## src/rtl/stage3_word_arbiter_if.sv

```systemverilog
// stage3_word_arbiter_if: lane request/word bus and downstream valid/ready port of the Stage3 word arbiter
interface stage3_word_arbiter_if #(
    parameter int WIDTH   = 128,
    parameter int NUM_REQ = 4,
    parameter int CNTW    = 16,
    parameter int IDW     = $clog2(NUM_REQ)
);
    logic [NUM_REQ-1:0]       i_req;
    logic [NUM_REQ*WIDTH-1:0] i_word;
    logic [NUM_REQ-1:0]       o_grant;
    logic                     o_valid;
    logic [WIDTH-1:0]         o_word;
    logic [IDW-1:0]           o_src;
    logic                     i_ready;
    logic [CNTW-1:0]          o_count;
    modport master (output i_req, i_word, i_ready, input o_grant, o_valid, o_word, o_src, o_count);
    modport slave (input i_req, i_word, i_ready, output o_grant, o_valid, o_word, o_src, o_count);
endinterface

```

## src/rtl/stage3_word_arbiter.sv

```systemverilog
// stage3_word_arbiter: round-robin loader of the shared Stage3 output word register with valid/ready drain
module stage3_word_arbiter #(
    parameter int WIDTH   = 128,
    parameter int NUM_REQ = 4,
    parameter int CNTW    = 16
) (
    input logic i_clk,
    input logic i_reset,
    stage3_word_arbiter_if.slave bus
);
    localparam int IDW = $clog2(NUM_REQ);
    typedef enum logic {EMPTY, FULL} state_t;
    state_t           state, state_nx;
    logic [IDW-1:0]   ptr, gidx;
    logic [IDW-1:0]   cand [NUM_REQ];
    logic             found, free, gnt;
    logic [WIDTH-1:0] word_q;
    logic [IDW-1:0]   src_q;
    logic [CNTW-1:0]  count_q;
    for (genvar g = 0; g < NUM_REQ; g++) begin : g_cand
        assign cand[g] = IDW'((int'(ptr) + g) % NUM_REQ);
    end
    assign free = (state == EMPTY) || bus.i_ready;
    // Scan from the farthest offset down so the requester nearest ptr wins
    always_comb begin
        found = 1'b0;
        gidx = '0;
        for (int i = NUM_REQ - 1; i >= 0; i--) begin
            if (bus.i_req[cand[i]]) begin
                found = 1'b1;
                gidx = cand[i];
            end
        end
    end
    // Grant when the register is free; a grant always lands the register in FULL
    always_comb begin
        gnt = i_reset && free && found;
        state_nx = gnt ? FULL : (state == FULL && bus.i_ready) ? EMPTY : state;
        bus.o_grant = gnt ? NUM_REQ'(1) << gidx : '0;
    end
    // State register
    always_ff @(posedge i_clk) begin
        state <= i_reset ? state_nx : EMPTY;
    end
    // Holding register, source id, round-robin pointer and transfer counter
    always_ff @(posedge i_clk) begin
        if (!i_reset) begin
            word_q <= '0;
            src_q <= '0;
            ptr <= '0;
            count_q <= '0;
        end else begin
            if (gnt) begin
                word_q <= bus.i_word[gidx*WIDTH +: WIDTH];
                src_q <= gidx;
                ptr <= (gidx == IDW'(NUM_REQ - 1)) ? '0 : gidx + 1'b1;
            end
            if (bus.o_valid && bus.i_ready) count_q <= count_q + CNTW'(1);
        end
    end
    assign bus.o_valid = (state == FULL);
    assign bus.o_word = word_q;
    assign bus.o_src = src_q;
    assign bus.o_count = count_q;
endmodule

```

## src/flat_wrapper.sv

```systemverilog
// flat-port wrapper written by rule: the top's interface ports become plain ports
module stage3_word_arbiter_flat 
#(
    parameter int WIDTH   = 128,
    parameter int NUM_REQ = 4,
    parameter int CNTW    = 16
)
  (i_clk, i_reset, bus_i_req, bus_i_word, bus_i_ready, bus_o_grant, bus_o_valid, bus_o_word, bus_o_src, bus_o_count);
  stage3_word_arbiter_if #(.WIDTH(WIDTH), .NUM_REQ(NUM_REQ), .CNTW(CNTW)) bus_i ();
  input logic i_clk;
  input logic i_reset;
  input wire logic [$bits(bus_i.i_req)-1:0] bus_i_req;
  input wire logic [$bits(bus_i.i_word)-1:0] bus_i_word;
  input wire logic [$bits(bus_i.i_ready)-1:0] bus_i_ready;
  output wire logic [$bits(bus_i.o_grant)-1:0] bus_o_grant;
  output wire logic [$bits(bus_i.o_valid)-1:0] bus_o_valid;
  output wire logic [$bits(bus_i.o_word)-1:0] bus_o_word;
  output wire logic [$bits(bus_i.o_src)-1:0] bus_o_src;
  output wire logic [$bits(bus_i.o_count)-1:0] bus_o_count;
  assign bus_i.i_req = bus_i_req;
  assign bus_i.i_word = bus_i_word;
  assign bus_i.i_ready = bus_i_ready;
  assign bus_o_grant = bus_i.o_grant;
  assign bus_o_valid = bus_i.o_valid;
  assign bus_o_word = bus_i.o_word;
  assign bus_o_src = bus_i.o_src;
  assign bus_o_count = bus_i.o_count;
  stage3_word_arbiter #(.WIDTH(WIDTH), .NUM_REQ(NUM_REQ), .CNTW(CNTW)) u_core (.i_clk(i_clk), .i_reset(i_reset), .bus(bus_i));
endmodule
```

## config.mk

```make
export PLATFORM = sky130hd
export DESIGN_NAME = stage3_word_arbiter_flat
export DESIGN_NICKNAME = d
export VERILOG_FILES = /design/src/rtl/stage3_word_arbiter_if.sv /design/src/rtl/stage3_word_arbiter.sv /design/src/flat_wrapper.sv
export SDC_FILE = /design/constraint.sdc
export NUM_CORES = 1
export LEC_CHECK = 0
export CAP_MARGIN = 20
export CORE_AREA = 3 3 259 261
export DETAILED_ROUTE_END_ITERATION = 10
export DIE_AREA = 0 0 262 264
export GPL_TIMING_DRIVEN = 0
export PLACE_DENSITY = 0.53
export SYNTH_ARGS = -nofsm -noshare
export SYNTH_HDL_FRONTEND = slang
export SYNTH_SLANG_ARGS = --single-unit
```

## constraint.sdc

```tcl
create_clock -name i_clk -period 3.3 [get_ports i_clk]
set_input_delay 0.33 -clock i_clk [delete_from_list [all_inputs] [get_ports i_clk]]
set_output_delay 0.33 -clock i_clk [all_outputs]
set_load 0.01 [all_outputs]
```

## Word level (Yosys, flattened, before mapping)

Cells that the tools add are included.

| operators by class | value |
|---|---|
| $add $sub $neg | 5 |
| $mul | 0 |
| div/mod/pow operators | 0 |
| $lt $le $gt $ge | 4 |
| equal/unequal tests | 1 |
| shift-type cells | 2 |
| muxes and demuxes | 20 |
| bitwise operators | 1 |
| reduce and logical (&&, ||, !) cells | 5 |

Operators by type and width:

| kind | number |
|---|---|
| indexed part select 512 x 10 -> 128 bit | 1 |
| adder 16 x 1 -> 16 bit (second input constant) | 1 |
| < comparator 2 x 3 -> 1 bit (second input constant) | 4 |
| 2-to-1 mux 1 bit | 10 |
| 2-to-1 mux 2 bit | 5 |
| binary-select mux 1 bit (select 2 bit) | 4 |
| adder 2 x 1 -> 2 bit (second input constant) | 2 |
| adder 2 bit (second input constant) | 2 |
| 2-to-1 mux 4 bit | 1 |
| left shift 1 x 2 -> 4 bit (first input constant) | 1 |
| logical AND 1 bit | 3 |
| == test 2 bit (second input constant) | 1 |
| nonzero test 2 bit | 1 |
| logical OR 1 bit | 1 |
| NOT 1 bit | 1 |

| word-level totals | value |
|---|---|
| register bits | 149 |
| latch bits | 0 |
| bits in writable memories | 0 |
| bits in read-only memories | 0 |
| input port bits | 519 |
| logic and storage cells | 43 |
| memories kept | 0 |

## Logic depth before layout (Yosys ltp)

| depth | value |
|---|---|
| word-level depth | 9 |
| mapped depth | 9 |

## Worst setup path after synthesis

OpenSTA, ideal clock, no wires.

| timing | value |
|---|---|
| path kind | input -> output |
| start | input bus_i_req[2] |
| end | output bus_o_grant[3] |
| arrival | 1.845 ns |
| required time | 2.970 ns |
| setup slack | 1.125 ns |
| stages | 8 |
| cell sequence | nor2b_1 > nor4b_2 > nor2_4 > clkinv_2 > buf_8 > buf_4 > ha_1 > and2_1 |

| on the way | value |
|---|---|
| cells in the longest elaborated chain, start to end | 8 |
| elaborated cells between the ends (all ways) | 19 |
| those cells by class | 1 x shift; 17 x mux; 1 x reduce/logical |

RTL lines:

| what | RTL line | RTL |
|---|---|---|
| start: declaration | flat_wrapper.sv:12 | `input wire logic [$bits(bus_i.i_req)-1:0] bus_i_req;` |
| binary-select mux 1 bit (select 2 bit) | stage3_word_arbiter.sv:29 | `if (bus.i_req[cand[i]]) begin` |
| 2-to-1 mux 1 bit (not written as such) | stage3_word_arbiter.sv:29 |  |
| 2-to-1 mux 2 bit / 2-to-1 mux 1 bit (equally long branches) (4 in a row) | stage3_word_arbiter.sv:29 |  |
| left shift 1 x 2 -> 4 bit / logical AND 1 bit (equally long branches) | stage3_word_arbiter.sv:39, stage3_word_arbiter.sv:37 |  |
| 2-to-1 mux 4 bit (*) | stage3_word_arbiter.sv:39 | `bus.o_grant = gnt ? NUM_REQ'(1) << gidx : '0;` |
| end: declaration | flat_wrapper.sv:15 | `output wire logic [$bits(bus_i.o_grant)-1:0] bus_o_grant;` |

Mark *: on every way between the ends. The rest lies on a longest branch, timed or not. The select of a mux whose other input is x is not followed.

## Worst setup path in the final report

| timing | value |
|---|---|
| start | input bus_i_req[0] |
| end | output bus_o_grant[2] |

Same word-level chain as after synthesis.

==> results by group <==
Critical path
  • Largest fanout on the critical path: 10
  • CP endpoint kind: primary output
  • Critical path type: input pin to primary output
  • Data arrival, critical path: between 2 and 3 ns
  • Required time worst endpoint: 2.97 ns
  • Startpoint Class: input pin

Synth
  • Mapped Nets: around 1700
  • Total of warnings raised by yosys: 0
  • Library cells used by synthesis: 44
  • Register area share after synthesis: 29.7%
  • Synth area leaders: dfxtp_1 (30%), and3_1 (13%), a211oi_2 (11%)
  • Post-Syn Instances: between 1000 and 1500
  • EDFF count, synth: 0
  • Synth Area per Inst: 8.70 um2
  • Post-synth ARST share: 0%
  • Yosys top cell area share: 29.7%
  • Largest area contributor in the netlist: dfxtp_1
  • Top FF cell, synth: dfxtp_1
  • Synthesized cell area: 10000 um2
  • Yosys reg bits: 149

Job
  • Max-cap violation count: 0

Hold path
  • HP Class: flop to flop

Die
  • Cell Rows: 93
  • Die height: approximately 260 um
  • Die Width: between 200 and 300 um
  • Die Area: between 60000 and 70000 um2
  • Starting density of the core: 15.5%
  • CORE AREA: 64700 um2
  • Top-Level Pins: 670

STA
  • Endpoints failing hold: 0
  • Slew HR: 34.7%
  • Final WS setup: 0.129 ns
  • Tmin final: 3.17 ns
  • Max-slew violation count: 0
  • Final setup viols: 0
  • Unrepaired setup endpoints after global routing: false
  • Crit share post-route: between 90 and 100%
  • Clk_skew: 0.0127 ns
  • Worst-Margin Slew: roughly 0.98 ns
  • Fmax: 0.315 GHz

Place
  • Cell Area, Placed: 17800 um2
  • Port bufs: 669
  • Dpl ws: -0.676 ns
  • Hpwl dp: 52700 um
  • Cell count after placement: 2681
  • Routability cong.: approximately 0.9

Layout
  • Post-layout utilization of the core: 28.6%
  • Post-route insts no fill: 2715
  • Design area: 18500 um2
  • Most frequent cells in the layout: clkdlybuf4s50_1 (668), and3_1 (212), dfxtp_1 (149), nand2_1 (140), a211oi_1 (123)
  • Synthesis-to-layout area growth: 84.2%
  • Commonest non-fill, non-tap cell in the layout: clkdlybuf4s50_1
  • Nets@finish: 2367
  • Fraction of layout instances using a drive strength above 1: ~14%

Global route
  • Tot GR Track Use: about 18%
  • Vias in the first global route: 13100
  • Grt total ovfl: 0
  • First-pass GRT wire length: 90200 um
  • Largest net degree at the start of global routing: 20
  • Initial antenna violation count: 2

Route
  • Starting DRT DRC Count: 660
  • Vias per cell: 4.59
  • 1st-pass router iterations: 5
  • Vias: 12500
  • Routed WL: around 65000 um
  • Post-DRT Antenna Nets: 0
  • DRC: 0
  • Wire length per cell: 24.0 um

Clock network
  • Htree depth: 4
  • Clk root buf: clkbuf_16
  • TritonCTS clock tree: done
  • Num CTS Buffers: 17
  • Clk Latency, worst-skew pair: 0.47 ns
  • Clock Sinks: 149
  • Reg clk slew, reported paths: 0.06 ns
  • Max clock buf depth: 2

Outcome
  • Status: finished, final reports clean

Power
  • Peak supply drop: 347 uV
  • PwrDens: about 530 nW/um2
  • Static Leakage: 6.82 nW
  • Power consumption: 9.78 mW
metrics by stage:
stage               setup TNS [ns]  hold WS (ns)
global route                     0         0.470
detailed placement          -19.61         0.438
finish                           0         0.452
CTS                              0         0.453
floorplan                        0         0.448
global placement            -73.56         0.434
report_power, final:
part / internal, mW / switching [mW] / leakage, nW / total, mW
Sequential: 2.22 / 0.249 / 1.24 / 2.47
Clock: 1.08 / 0.974 / 0.275 / 2.05
Combinational: 2.42 / 2.83 / 5.31 / 5.25
Total: 5.73 / 4.05 / 6.82 / 9.78
sequential cells by signal, summed over array words and instances (netlist names):
signal / cells
u_core.bus.o_word: 128
u_core.bus.o_count: 16
u_core.bus.o_src: 2
u_core.bus.o_valid: 1
u_core.ptr: 2
area by class of cell:
| class | instances | area [um2] |
|---|---|---|
| Antenna cell | 1 | 2.50 |
| Tap cell | 855 | 1070 |
| Multi-Input combinational cell | 862 | 6390 |
| Sequential cell | 149 | 2980 |
| Clock inverter | 14 | 143 |
| Inverter | 6 | 23.8 |
| Clock buffer | 18 | 439 |
| Timing Repair Buffer | 675 | 6760 |
| Buffer | 135 | 684 |
| Fill cell | 6903 | 46200 |
Yosys cell counts (all sizes together) (5+ instances only):
| cell | instances |
|---|---|
| a211o | 24 |
| a211oi | 208 |
| and3 | 212 |
| buf | 50 |
| clkbuf | 87 |
| dfxtp | 149 |
| mux2i | 24 |
| nand2 | 140 |
| nand3 | 32 |
| nor2 | 17 |
| nor3 | 5 |
| o211ai | 24 |
| o21ai | 29 |
| o31ai | 104 |
| xnor2 | 6 |
| xor2 | 6 |
worst max-delay path, stage by stage:
cell and delay [ns]:
clkdlybuf4s50_1 0.53, nor2b_1 0.30, nor4b_4 0.11, nor2_4 0.21, clkinv_2 0.15, buf_12 0.19
buf_4 0.21, nor3_1 0.18, clkdlybuf4s50_1 0.59
logic make-up after synthesis:
family                   share of synthesized area (%)
buffers and inverters                             7.04
flip-flops                                        29.7
XOR/XNOR                                          1.05
AO/OA/AOI/OAI                                     36.9
AND/OR/NAND/NOR                                   22.6
multiplexers                                      2.39
adder cells (fa/ha/maj)                          0.249
metal layers:
layer  share of wire (%)  vias to the layer above  GRT usage (%)  wire (um)
met5               0.041                        -              0         27
met1                  39                     5982           20.2      25100
met3                 8.9                       83           6.32       5800
met4                 2.9                        4           6.06       1910
met2                  50                      581           31.3      32300
li1                    -                     5807              -          -
worst paths after layout:
| path | startpoint | to | slack [ns] | depth (start not counted) |
|---|---|---|---|---|
| max | bus_i_req[0] | bus_o_grant[2] | 0.13 | 9 |
| min | u_core.bus.o_word[114] | u_core.bus.o_word[114] | 0.45 | 2 |
| max reg2reg | u_core.ptr[1] | u_core.bus.o_word[41] | 0.41 | 9 |
| min reg2reg | u_core.bus.o_word[114] | u_core.bus.o_word[114] | 0.45 | 2 |
repair_timing:
action | CTS | global route
setup buffers | 3 | 0
pin swaps | 3 | 0
gates resized for setup | 8 | 6
endpoints found under the setup margin | 4 | 14
hold buffers | 0 | 0
gates cloned | 0 | 0
endpoints found under the hold margin | 0 | 0
Note: power is estimated with default switching activity, not from simulation.
